===== src/rtl/triangle_setup_if.sv =====
// Triangle input channel: valid/ready handshake plus the three vertices.
interface triangle_setup_if;
  logic       tri_valid;
  logic       tri_ready;
  logic [8:0] x0, x1, x2;
  logic [7:0] y0, y1, y2;
  logic [7:0] z0, z1, z2;

  // Upstream producer of triangles
  modport master (
    output tri_valid, x0, x1, x2, y0, y1, y2, z0, z1, z2,
    input  tri_ready
  );

  // Setup stage consuming triangles
  modport slave (
    input  tri_valid, x0, x1, x2, y0, y1, y2, z0, z1, z2,
    output tri_ready
  );
endinterface


===== src/rtl/triangle_setup.sv =====
// Triangle setup: edge equations, doubled area, clamped bbox, culling and
// rasterizer launch. Outputs are held from ORIENT exit until the rasterizer
// reports done; they only change again in EDGE/ORIENT of the next triangle.
module triangle_setup #(
  parameter int SCREEN_W  = 320,
  parameter int SCREEN_H  = 240,
  parameter int CULL_BACK = 0
) (
  input  logic              clk,
  input  logic              reset,
  triangle_setup_if.slave   tri_if,
  output logic signed [8:0]  a1, a2, a3,
  output logic signed [9:0]  b1, b2, b3,
  output logic signed [17:0] c1, c2, c3,
  output logic signed [19:0] area2,
  output logic [7:0]         zv0, zv1, zv2,
  output logic [8:0]         bbxi, bbxf,
  output logic [7:0]         bbyi, bbyf,
  output logic               rasterizer_start,
  input  logic               rasterizer_done,
  output logic               tri_culled,
  output logic               busy
);

  typedef enum logic [2:0] {
    S_IDLE   = 3'd0,
    S_PROD   = 3'd1,
    S_EDGE   = 3'd2,
    S_ORIENT = 3'd3,
    S_START  = 3'd4,
    S_WAIT   = 3'd5
  } state_t;

  localparam logic [8:0] XMAX = 9'(SCREEN_W - 1);
  localparam logic [8:0] YMAX = 9'(SCREEN_H - 1);

  state_t state_q, state_d;

  logic [8:0]  x0_q, x1_q, x2_q, x0_d, x1_d, x2_d;
  logic [7:0]  y0_q, y1_q, y2_q, y0_d, y1_d, y2_d;
  logic [7:0]  z0_q, z1_q, z2_q, z0_d, z1_d, z2_d;
  logic [16:0] p01_q, p10_q, p12_q, p21_q, p20_q, p02_q;
  logic [16:0] p01_d, p10_d, p12_d, p21_d, p20_d, p02_d;
  logic [8:0]  a1_q, a2_q, a3_q, a1_d, a2_d, a3_d;
  logic [9:0]  b1_q, b2_q, b3_q, b1_d, b2_d, b3_d;
  logic [17:0] c1_q, c2_q, c3_q, c1_d, c2_d, c3_d;
  logic [19:0] area2_q, area2_d;
  logic [7:0]  zv0_q, zv1_q, zv2_q, zv0_d, zv1_d, zv2_d;
  logic [8:0]  bbxi_q, bbxf_q, bbxi_d, bbxf_d;
  logic [7:0]  bbyi_q, bbyf_q, bbyi_d, bbyf_d;

  // Edge-stage combinational results
  logic [8:0]  a1_e, a2_e, a3_e;
  logic [9:0]  b1_e, b2_e, b3_e;
  logic [17:0] c1_e, c2_e, c3_e;
  logic [19:0] area_e;
  logic [8:0]  bbxi_e, bbxf_e, byi9_e, byf9_e;

  logic cull_s, ready_s, busy_s, start_s, culled_s;

  function automatic logic [8:0] min3(input logic [8:0] a, input logic [8:0] b,
                                      input logic [8:0] c);
    logic [8:0] m;
    if (a < b) m = a; else m = b;
    if (c < m) m = c; else m = m;
    return m;
  endfunction

  function automatic logic [8:0] max3(input logic [8:0] a, input logic [8:0] b,
                                      input logic [8:0] c);
    logic [8:0] m;
    if (a > b) m = a; else m = b;
    if (c > m) m = c; else m = m;
    return m;
  endfunction

  function automatic logic [8:0] clamp9(input logic [8:0] v, input logic [8:0] lim);
    if (v > lim) return lim;
    else return v;
  endfunction

  // State register
  always_ff @(posedge clk) begin
    if (reset) state_q <= S_IDLE;
    else       state_q <= state_d;
  end

  // Drop zero-area triangles, and back-facing ones when culling is enabled
  always_comb begin
    cull_s = 1'b0;
    if (area2_q == 20'd0) cull_s = 1'b1;
    else if (area2_q[19] && (CULL_BACK != 0)) cull_s = 1'b1;
    else cull_s = 1'b0;
  end

  // Next-state logic
  always_comb begin
    state_d = state_q;
    case (state_q)
      S_IDLE:   if (tri_if.tri_valid) state_d = S_PROD; else state_d = S_IDLE;
      S_PROD:   state_d = S_EDGE;
      S_EDGE:   state_d = S_ORIENT;
      S_ORIENT: if (cull_s) state_d = S_IDLE; else state_d = S_START;
      S_START:  state_d = S_WAIT;
      S_WAIT:   if (rasterizer_done) state_d = S_IDLE; else state_d = S_WAIT;
      default:  state_d = S_IDLE;
    endcase
  end

  // FSM outputs decoded from the registered state
  always_comb begin
    ready_s  = 1'b0;
    busy_s   = 1'b1;
    start_s  = 1'b0;
    culled_s = 1'b0;
    case (state_q)
      S_IDLE: begin
        ready_s = 1'b1;
        busy_s  = 1'b0;
      end
      S_ORIENT: culled_s = cull_s;
      S_START:  start_s  = 1'b1;
      default:  start_s  = 1'b0;
    endcase
  end

  // Edge equations, doubled area and clamped bounding box from latched vertices
  always_comb begin
    a1_e   = {1'b0, y0_q} - {1'b0, y1_q};
    a2_e   = {1'b0, y1_q} - {1'b0, y2_q};
    a3_e   = {1'b0, y2_q} - {1'b0, y0_q};
    b1_e   = {1'b0, x1_q} - {1'b0, x0_q};
    b2_e   = {1'b0, x2_q} - {1'b0, x1_q};
    b3_e   = {1'b0, x0_q} - {1'b0, x2_q};
    c1_e   = {1'b0, p01_q} - {1'b0, p10_q};
    c2_e   = {1'b0, p12_q} - {1'b0, p21_q};
    c3_e   = {1'b0, p20_q} - {1'b0, p02_q};
    area_e = {{2{c1_e[17]}}, c1_e} + {{2{c2_e[17]}}, c2_e} + {{2{c3_e[17]}}, c3_e};
    bbxi_e = clamp9(min3(x0_q, x1_q, x2_q), XMAX);
    bbxf_e = clamp9(max3(x0_q, x1_q, x2_q), XMAX);
    byi9_e = clamp9(min3({1'b0, y0_q}, {1'b0, y1_q}, {1'b0, y2_q}), YMAX);
    byf9_e = clamp9(max3({1'b0, y0_q}, {1'b0, y1_q}, {1'b0, y2_q}), YMAX);
  end

  // Datapath next state: latch on accept, products, edge load, orientation
  always_comb begin
    x0_d = x0_q;  x1_d = x1_q;  x2_d = x2_q;
    y0_d = y0_q;  y1_d = y1_q;  y2_d = y2_q;
    z0_d = z0_q;  z1_d = z1_q;  z2_d = z2_q;
    p01_d = p01_q; p10_d = p10_q; p12_d = p12_q;
    p21_d = p21_q; p20_d = p20_q; p02_d = p02_q;
    a1_d = a1_q;  a2_d = a2_q;  a3_d = a3_q;
    b1_d = b1_q;  b2_d = b2_q;  b3_d = b3_q;
    c1_d = c1_q;  c2_d = c2_q;  c3_d = c3_q;
    area2_d = area2_q;
    zv0_d = zv0_q; zv1_d = zv1_q; zv2_d = zv2_q;
    bbxi_d = bbxi_q; bbxf_d = bbxf_q; bbyi_d = bbyi_q; bbyf_d = bbyf_q;
    case (state_q)
      S_IDLE: begin
        if (tri_if.tri_valid) begin
          x0_d = tri_if.x0; x1_d = tri_if.x1; x2_d = tri_if.x2;
          y0_d = tri_if.y0; y1_d = tri_if.y1; y2_d = tri_if.y2;
          z0_d = tri_if.z0; z1_d = tri_if.z1; z2_d = tri_if.z2;
        end else begin
          x0_d = x0_q;
        end
      end
      S_PROD: begin
        p01_d = {8'd0, x0_q} * {9'd0, y1_q};
        p10_d = {8'd0, x1_q} * {9'd0, y0_q};
        p12_d = {8'd0, x1_q} * {9'd0, y2_q};
        p21_d = {8'd0, x2_q} * {9'd0, y1_q};
        p20_d = {8'd0, x2_q} * {9'd0, y0_q};
        p02_d = {8'd0, x0_q} * {9'd0, y2_q};
      end
      S_EDGE: begin
        a1_d = a1_e; a2_d = a2_e; a3_d = a3_e;
        b1_d = b1_e; b2_d = b2_e; b3_d = b3_e;
        c1_d = c1_e; c2_d = c2_e; c3_d = c3_e;
        area2_d = area_e;
        zv0_d = z0_q; zv1_d = z1_q; zv2_d = z2_q;
        bbxi_d = bbxi_e; bbxf_d = bbxf_e;
        bbyi_d = byi9_e[7:0]; bbyf_d = byf9_e[7:0];
      end
      S_ORIENT: begin
        // Reorient clockwise triangles so every interior edge value is >= 0
        if (area2_q[19] && !cull_s) begin
          a1_d = 9'd0 - a1_q;   a2_d = 9'd0 - a2_q;   a3_d = 9'd0 - a3_q;
          b1_d = 10'd0 - b1_q;  b2_d = 10'd0 - b2_q;  b3_d = 10'd0 - b3_q;
          c1_d = 18'd0 - c1_q;  c2_d = 18'd0 - c2_q;  c3_d = 18'd0 - c3_q;
          area2_d = 20'd0 - area2_q;
        end else begin
          area2_d = area2_q;
        end
      end
      default: area2_d = area2_q;
    endcase
  end

  // Datapath registers
  always_ff @(posedge clk) begin
    if (reset) begin
      x0_q <= 9'd0;  x1_q <= 9'd0;  x2_q <= 9'd0;
      y0_q <= 8'd0;  y1_q <= 8'd0;  y2_q <= 8'd0;
      z0_q <= 8'd0;  z1_q <= 8'd0;  z2_q <= 8'd0;
      p01_q <= 17'd0; p10_q <= 17'd0; p12_q <= 17'd0;
      p21_q <= 17'd0; p20_q <= 17'd0; p02_q <= 17'd0;
      a1_q <= 9'd0;  a2_q <= 9'd0;  a3_q <= 9'd0;
      b1_q <= 10'd0; b2_q <= 10'd0; b3_q <= 10'd0;
      c1_q <= 18'd0; c2_q <= 18'd0; c3_q <= 18'd0;
      area2_q <= 20'd0;
      zv0_q <= 8'd0; zv1_q <= 8'd0; zv2_q <= 8'd0;
      bbxi_q <= 9'd0; bbxf_q <= 9'd0; bbyi_q <= 8'd0; bbyf_q <= 8'd0;
    end else begin
      x0_q <= x0_d;  x1_q <= x1_d;  x2_q <= x2_d;
      y0_q <= y0_d;  y1_q <= y1_d;  y2_q <= y2_d;
      z0_q <= z0_d;  z1_q <= z1_d;  z2_q <= z2_d;
      p01_q <= p01_d; p10_q <= p10_d; p12_q <= p12_d;
      p21_q <= p21_d; p20_q <= p20_d; p02_q <= p02_d;
      a1_q <= a1_d;  a2_q <= a2_d;  a3_q <= a3_d;
      b1_q <= b1_d;  b2_q <= b2_d;  b3_q <= b3_d;
      c1_q <= c1_d;  c2_q <= c2_d;  c3_q <= c3_d;
      area2_q <= area2_d;
      zv0_q <= zv0_d; zv1_q <= zv1_d; zv2_q <= zv2_d;
      bbxi_q <= bbxi_d; bbxf_q <= bbxf_d; bbyi_q <= bbyi_d; bbyf_q <= bbyf_d;
    end
  end

  assign tri_if.tri_ready = ready_s;
  assign busy             = busy_s;
  assign rasterizer_start = start_s;
  assign tri_culled       = culled_s;
  assign a1 = a1_q;  assign a2 = a2_q;  assign a3 = a3_q;
  assign b1 = b1_q;  assign b2 = b2_q;  assign b3 = b3_q;
  assign c1 = c1_q;  assign c2 = c2_q;  assign c3 = c3_q;
  assign area2 = area2_q;
  assign zv0 = zv0_q; assign zv1 = zv1_q; assign zv2 = zv2_q;
  assign bbxi = bbxi_q; assign bbxf = bbxf_q;
  assign bbyi = bbyi_q; assign bbyf = bbyf_q;

endmodule


===== src/flat_wrapper.sv =====
// flat-port wrapper written by rule: the top's interface ports become plain ports
module triangle_setup_flat 
#(
  parameter int SCREEN_W  = 320,
  parameter int SCREEN_H  = 240,
  parameter int CULL_BACK = 0
)
  (clk, reset, a1, a2, a3, b1, b2, b3, c1, c2, c3, area2, zv0, zv1, zv2, bbxi, bbxf, bbyi, bbyf, rasterizer_start, rasterizer_done, tri_culled, busy, tri_if_tri_valid, tri_if_x0, tri_if_x1, tri_if_x2, tri_if_y0, tri_if_y1, tri_if_y2, tri_if_z0, tri_if_z1, tri_if_z2, tri_if_tri_ready);
  triangle_setup_if tri_if_i ();
  input  logic clk;
  input  logic reset;
  output logic signed [8:0] a1;
  output logic signed [8:0] a2;
  output logic signed [8:0] a3;
  output logic signed [9:0] b1;
  output logic signed [9:0] b2;
  output logic signed [9:0] b3;
  output logic signed [17:0] c1;
  output logic signed [17:0] c2;
  output logic signed [17:0] c3;
  output logic signed [19:0] area2;
  output logic [7:0] zv0;
  output logic [7:0] zv1;
  output logic [7:0] zv2;
  output logic [8:0] bbxi;
  output logic [8:0] bbxf;
  output logic [7:0] bbyi;
  output logic [7:0] bbyf;
  output logic rasterizer_start;
  input  logic rasterizer_done;
  output logic tri_culled;
  output logic busy;
  input wire logic [$bits(tri_if_i.tri_valid)-1:0] tri_if_tri_valid;
  input wire logic [$bits(tri_if_i.x0)-1:0] tri_if_x0;
  input wire logic [$bits(tri_if_i.x1)-1:0] tri_if_x1;
  input wire logic [$bits(tri_if_i.x2)-1:0] tri_if_x2;
  input wire logic [$bits(tri_if_i.y0)-1:0] tri_if_y0;
  input wire logic [$bits(tri_if_i.y1)-1:0] tri_if_y1;
  input wire logic [$bits(tri_if_i.y2)-1:0] tri_if_y2;
  input wire logic [$bits(tri_if_i.z0)-1:0] tri_if_z0;
  input wire logic [$bits(tri_if_i.z1)-1:0] tri_if_z1;
  input wire logic [$bits(tri_if_i.z2)-1:0] tri_if_z2;
  output wire logic [$bits(tri_if_i.tri_ready)-1:0] tri_if_tri_ready;
  assign tri_if_i.tri_valid = tri_if_tri_valid;
  assign tri_if_i.x0 = tri_if_x0;
  assign tri_if_i.x1 = tri_if_x1;
  assign tri_if_i.x2 = tri_if_x2;
  assign tri_if_i.y0 = tri_if_y0;
  assign tri_if_i.y1 = tri_if_y1;
  assign tri_if_i.y2 = tri_if_y2;
  assign tri_if_i.z0 = tri_if_z0;
  assign tri_if_i.z1 = tri_if_z1;
  assign tri_if_i.z2 = tri_if_z2;
  assign tri_if_tri_ready = tri_if_i.tri_ready;
  triangle_setup #(.SCREEN_W(SCREEN_W), .SCREEN_H(SCREEN_H), .CULL_BACK(CULL_BACK)) u_core (.clk(clk), .reset(reset), .tri_if(tri_if_i), .a1(a1), .a2(a2), .a3(a3), .b1(b1), .b2(b2), .b3(b3), .c1(c1), .c2(c2), .c3(c3), .area2(area2), .zv0(zv0), .zv1(zv1), .zv2(zv2), .bbxi(bbxi), .bbxf(bbxf), .bbyi(bbyi), .bbyf(bbyf), .rasterizer_start(rasterizer_start), .rasterizer_done(rasterizer_done), .tri_culled(tri_culled), .busy(busy));
endmodule

===== config.mk =====
export PLATFORM = sky130hd
export DESIGN_NAME = triangle_setup_flat
export DESIGN_NICKNAME = d
export VERILOG_FILES = /design/src/rtl/triangle_setup_if.sv /design/src/rtl/triangle_setup.sv /design/src/flat_wrapper.sv
export SDC_FILE = /design/constraint.sdc
export NUM_CORES = 2
export LEC_CHECK = 0
export BUFFER_PORTS_ARGS = -buffer_cell sky130_fd_sc_hd__buf_2
export CAP_MARGIN = 20
export CORE_ASPECT_RATIO = 0.8
export CORE_MARGIN = 2
export CORE_UTILIZATION = 55
export DETAILED_ROUTE_END_ITERATION = 8
export GPL_ROUTABILITY_DRIVEN = 0
export GPL_TIMING_DRIVEN = 0
export PLACE_DENSITY = 0.74
export SLEW_MARGIN = 0
export SYNTH_ARGS = -nofsm -noshare
export SYNTH_HDL_FRONTEND = slang
export SYNTH_SLANG_ARGS = --single-unit

===== constraint.sdc =====
create_clock -name clk -period 5.9 [get_ports clk]
set_input_delay 0 -clock clk [delete_from_list [all_inputs] [get_ports clk]]
set_output_delay 0 -clock clk [all_outputs]
set_load 0.02 [all_outputs]

==> flow_summary.ini <==
[clock_tree]
cts.sinks = 369
cts.path.max_buffers = 3
clk_pin_slew_worst_paths_ns = 0.06
htreeDepth = 2
cts-root-buf = clkbuf_16
cts_made_buffers = 39
cts_tree = yes
clock_latency_ns = 0.60

[final_layout]
layout-drive-gt1-share_pct = 9.67
fillers = 5664
finalInstanceArea_um2 = 40900
areaGrowthSynthToFinish_pct = 14.0
regArea_um2 = 7410
final_nets = 5856
multiInputGateArea_um2 = 25900

[status]
run_status = complete, but fails checks
violations = design-rule violations, negative setup slack

[logic_synthesis]
syn_inst = 4705
syn_nets = 5450
synth_seq_cells = 369
synthTopCellsByArea = dfxtp_1, fa_1, ha_1
synth_common_cells = nand2_1, nor2_1, inv_1
yosysTopAreaCellShare_pct = 20.6
yosysUniqueCellTypes = 78
synth-edff-count = 0
synth_warnings = 0
async_reset_ff_share_pct = 0
syn_area_per_cell_um2 = 7.63
synth-seq-area-share_pct = 20.6
synth_most_common_cell = nand2_1
synth_top_area_cell = dfxtp_1
netlist_area_um2 = 35900
synthFlopType = dfxtp_1

[grt]
grt_remaining_overflow = 0
grt_pass1_vias = 35100
grt_max_degree = 15
antenna_found_initial = 5
grt_pass1_wl_um = 217000
grt_usage_pct = 43.3

[die]
num_rows = 83
die-area_um2 = 67300
die_w_um = 290
die_y_um = 232
initial_core_util_pct = 55.7
boundaryPins = 272
core_area_um2 = 64400

[sta]
worst-slew-pin-transition_ns = 1.23
skew_ns = 0.0316
setup-tns-final_ns = -0.0395
hold_viol_final = 0
whs_ns = 0.214
clock.fmax_mhz = 168
timing.final.max_slew_violations = 0
finalWorstSetupSlack_ns = -0.0351
period_minus_slack_ns = 5.94
setup_viol = 2
finalCritPeriodShare_pct = 101
slew_headroom_pct = 17.8

[route]
remaining_drc_errors = 42
viasPerCell = 6.31
firstDrtPassIters = 9
wl_per_cell_um = 24.8
final_antenna_net_count = 0
drt-initial-drc-count = 5893
num_vias = 37800
drt_wl_total_um = 149000

[power_and_ir_drop]
powerDensity_nw_per_um2 = 337
p_leak_nw = 18.8
ir_worst_vdd_uv = 363

[worst_setup_path]
crit_fanout = 10
crit_arrival_ns = 6.40
path_class = flip-flop to flip-flop
cp-end-kind = flip-flop
crit_path_start_kind = flip-flop
required_ns = 6.36

[hold_path]
hp-class = primary input to flip-flop

[job]
maxCapViolCount = 0

[place]
dp_hpwl_um = 115000
place_ws_ns = -1.00
port_buffers = 271
place_area_um2 = 38300
[cell type report]
cell class	instances	area share (%)
well taps	850	2.60
inverters	479	4.48
clock buffers	52	2.60
plain buffers	259	2.66
repair buffers	369	5.60
clock inverters	16	0.471
multi-input cells	3594	63.5
diodes	2	0.0122
flip-flops and latches	369	18.1
[registers in the layout (all words and copies together), names as in the netlist, 9 cells and up]
name	count
u_core.a1	9
u_core.a2	9
u_core.a3	9
u_core.area2	20
u_core.b1	10
u_core.b2	10
u_core.b3	10
u_core.bbxf	9
u_core.bbxi	9
u_core.c1	18
u_core.c2	18
u_core.c3	18
u_core.p01_q	17
u_core.p02_q	17
u_core.p10_q	17
u_core.p12_q	17
u_core.p20_q	17
u_core.p21_q	17
u_core.x0_q	9
u_core.x1_q	9
u_core.x2_q	9
[per-stage QoR]
stage / std cells / util [%] / total power [W]
floorplan: 4705 / - / 0.00833
global placement: 5826 / 59.5 / 0.0105
detailed placement: 5827 / 59.5 / 0.0106
CTS: 5973 / 62.9 / 0.0132
global route: 5988 / 63.5 / 0.0143
finish: 5990 / 63.5 / 0.0138
[cells by family (layout without fill, tap and decap cells)]
kind of cell	Yosys count	in the layout	share of synthesized area, %
AO/OA/AOI/OAI	1049	1049	17.8
XOR/XNOR	148	148	3.61
adder cells (fa/ha/maj)	666	666	28.7
buffers and inverters	742	1175	7.77
flip-flops	369	369	20.6
multiplexers	46	46	1.30
other	0	2	0
AND/OR/NAND/NOR	1685	1685	20.2
[what timing repair did]
action,CTS,global route
hold endpoints to repair,78,0
endpoints found under the setup margin,59,63
hold buffers,78,0
setup buffers,3,14
pin swaps,1,5
gates resized for setup,66,130
[final timing paths]
kind,endpoint,slack (ns),cells after the start,from
worst max-delay path,u_core.p20_q[16],-0.04,17,u_core.x2_q[3]
worst min-delay path,u_core.z0_q[1],0.21,4,tri_if_z0[1]
worst max register to register,u_core.p20_q[16],-0.04,17,u_core.x2_q[3]
worst min register to register,u_core.zv2[0],0.45,2,u_core.z2_q[0]
[layout by cell type, fill, tap and decap left out, drive strengths merged, types with 28 or more instances in the layout]
cell,instances
a211oi,64
a21o,63
a21oi,422
a22oi,39
a31oi,28
buf,321
clkbuf,281
dfxtp,369
dlygate4sd3,78
fa,263
ha,403
inv,469
mux2i,42
nand2,703
nand2b,28
nand3,61
nor2,562
nor2b,46
nor3,112
o21a,34
o21ai,225
or3,63
xnor2,101
xor2,47
[critical path, stage by stage, from the launching register on]
cell and delay [ns]:
dfxtp_1 0.57, buf_2 0.41, inv_1 0.10, clkbuf_4 0.27, nor2_1 0.20, fa_1 0.42, ha_1 0.31, ha_1 0.33
fa_1 0.48, ha_1 0.33, a21oi_1 0.27, o21ai_0 0.25, a31oi_2 0.37, o21ai_1 0.18, o41ai_2 0.42, o21ai_1 0.20
xnor2_2 0.57, a21oi_1 0.15
[report_power, final]
part / switching (W) / internal [W] / total, W
logic: 0.00518 / 0.00291 / 0.00809
registers: 0.000356 / 0.00274 / 0.00310
clock network: 0.00114 / 0.00145 / 0.00258
total: 0.00667 / 0.00710 / 0.0138
[per-layer routing]
metal,up-vias,global-route usage [%],share of wire (%)
met2,2944,58.6,38
met4,8,25.1,7.1
met3,653,18.2,17
li1,16600,-,-
met5,-,0.368,0.067
met1,17600,57.2,38
Power figures use the tool's default switching activity.
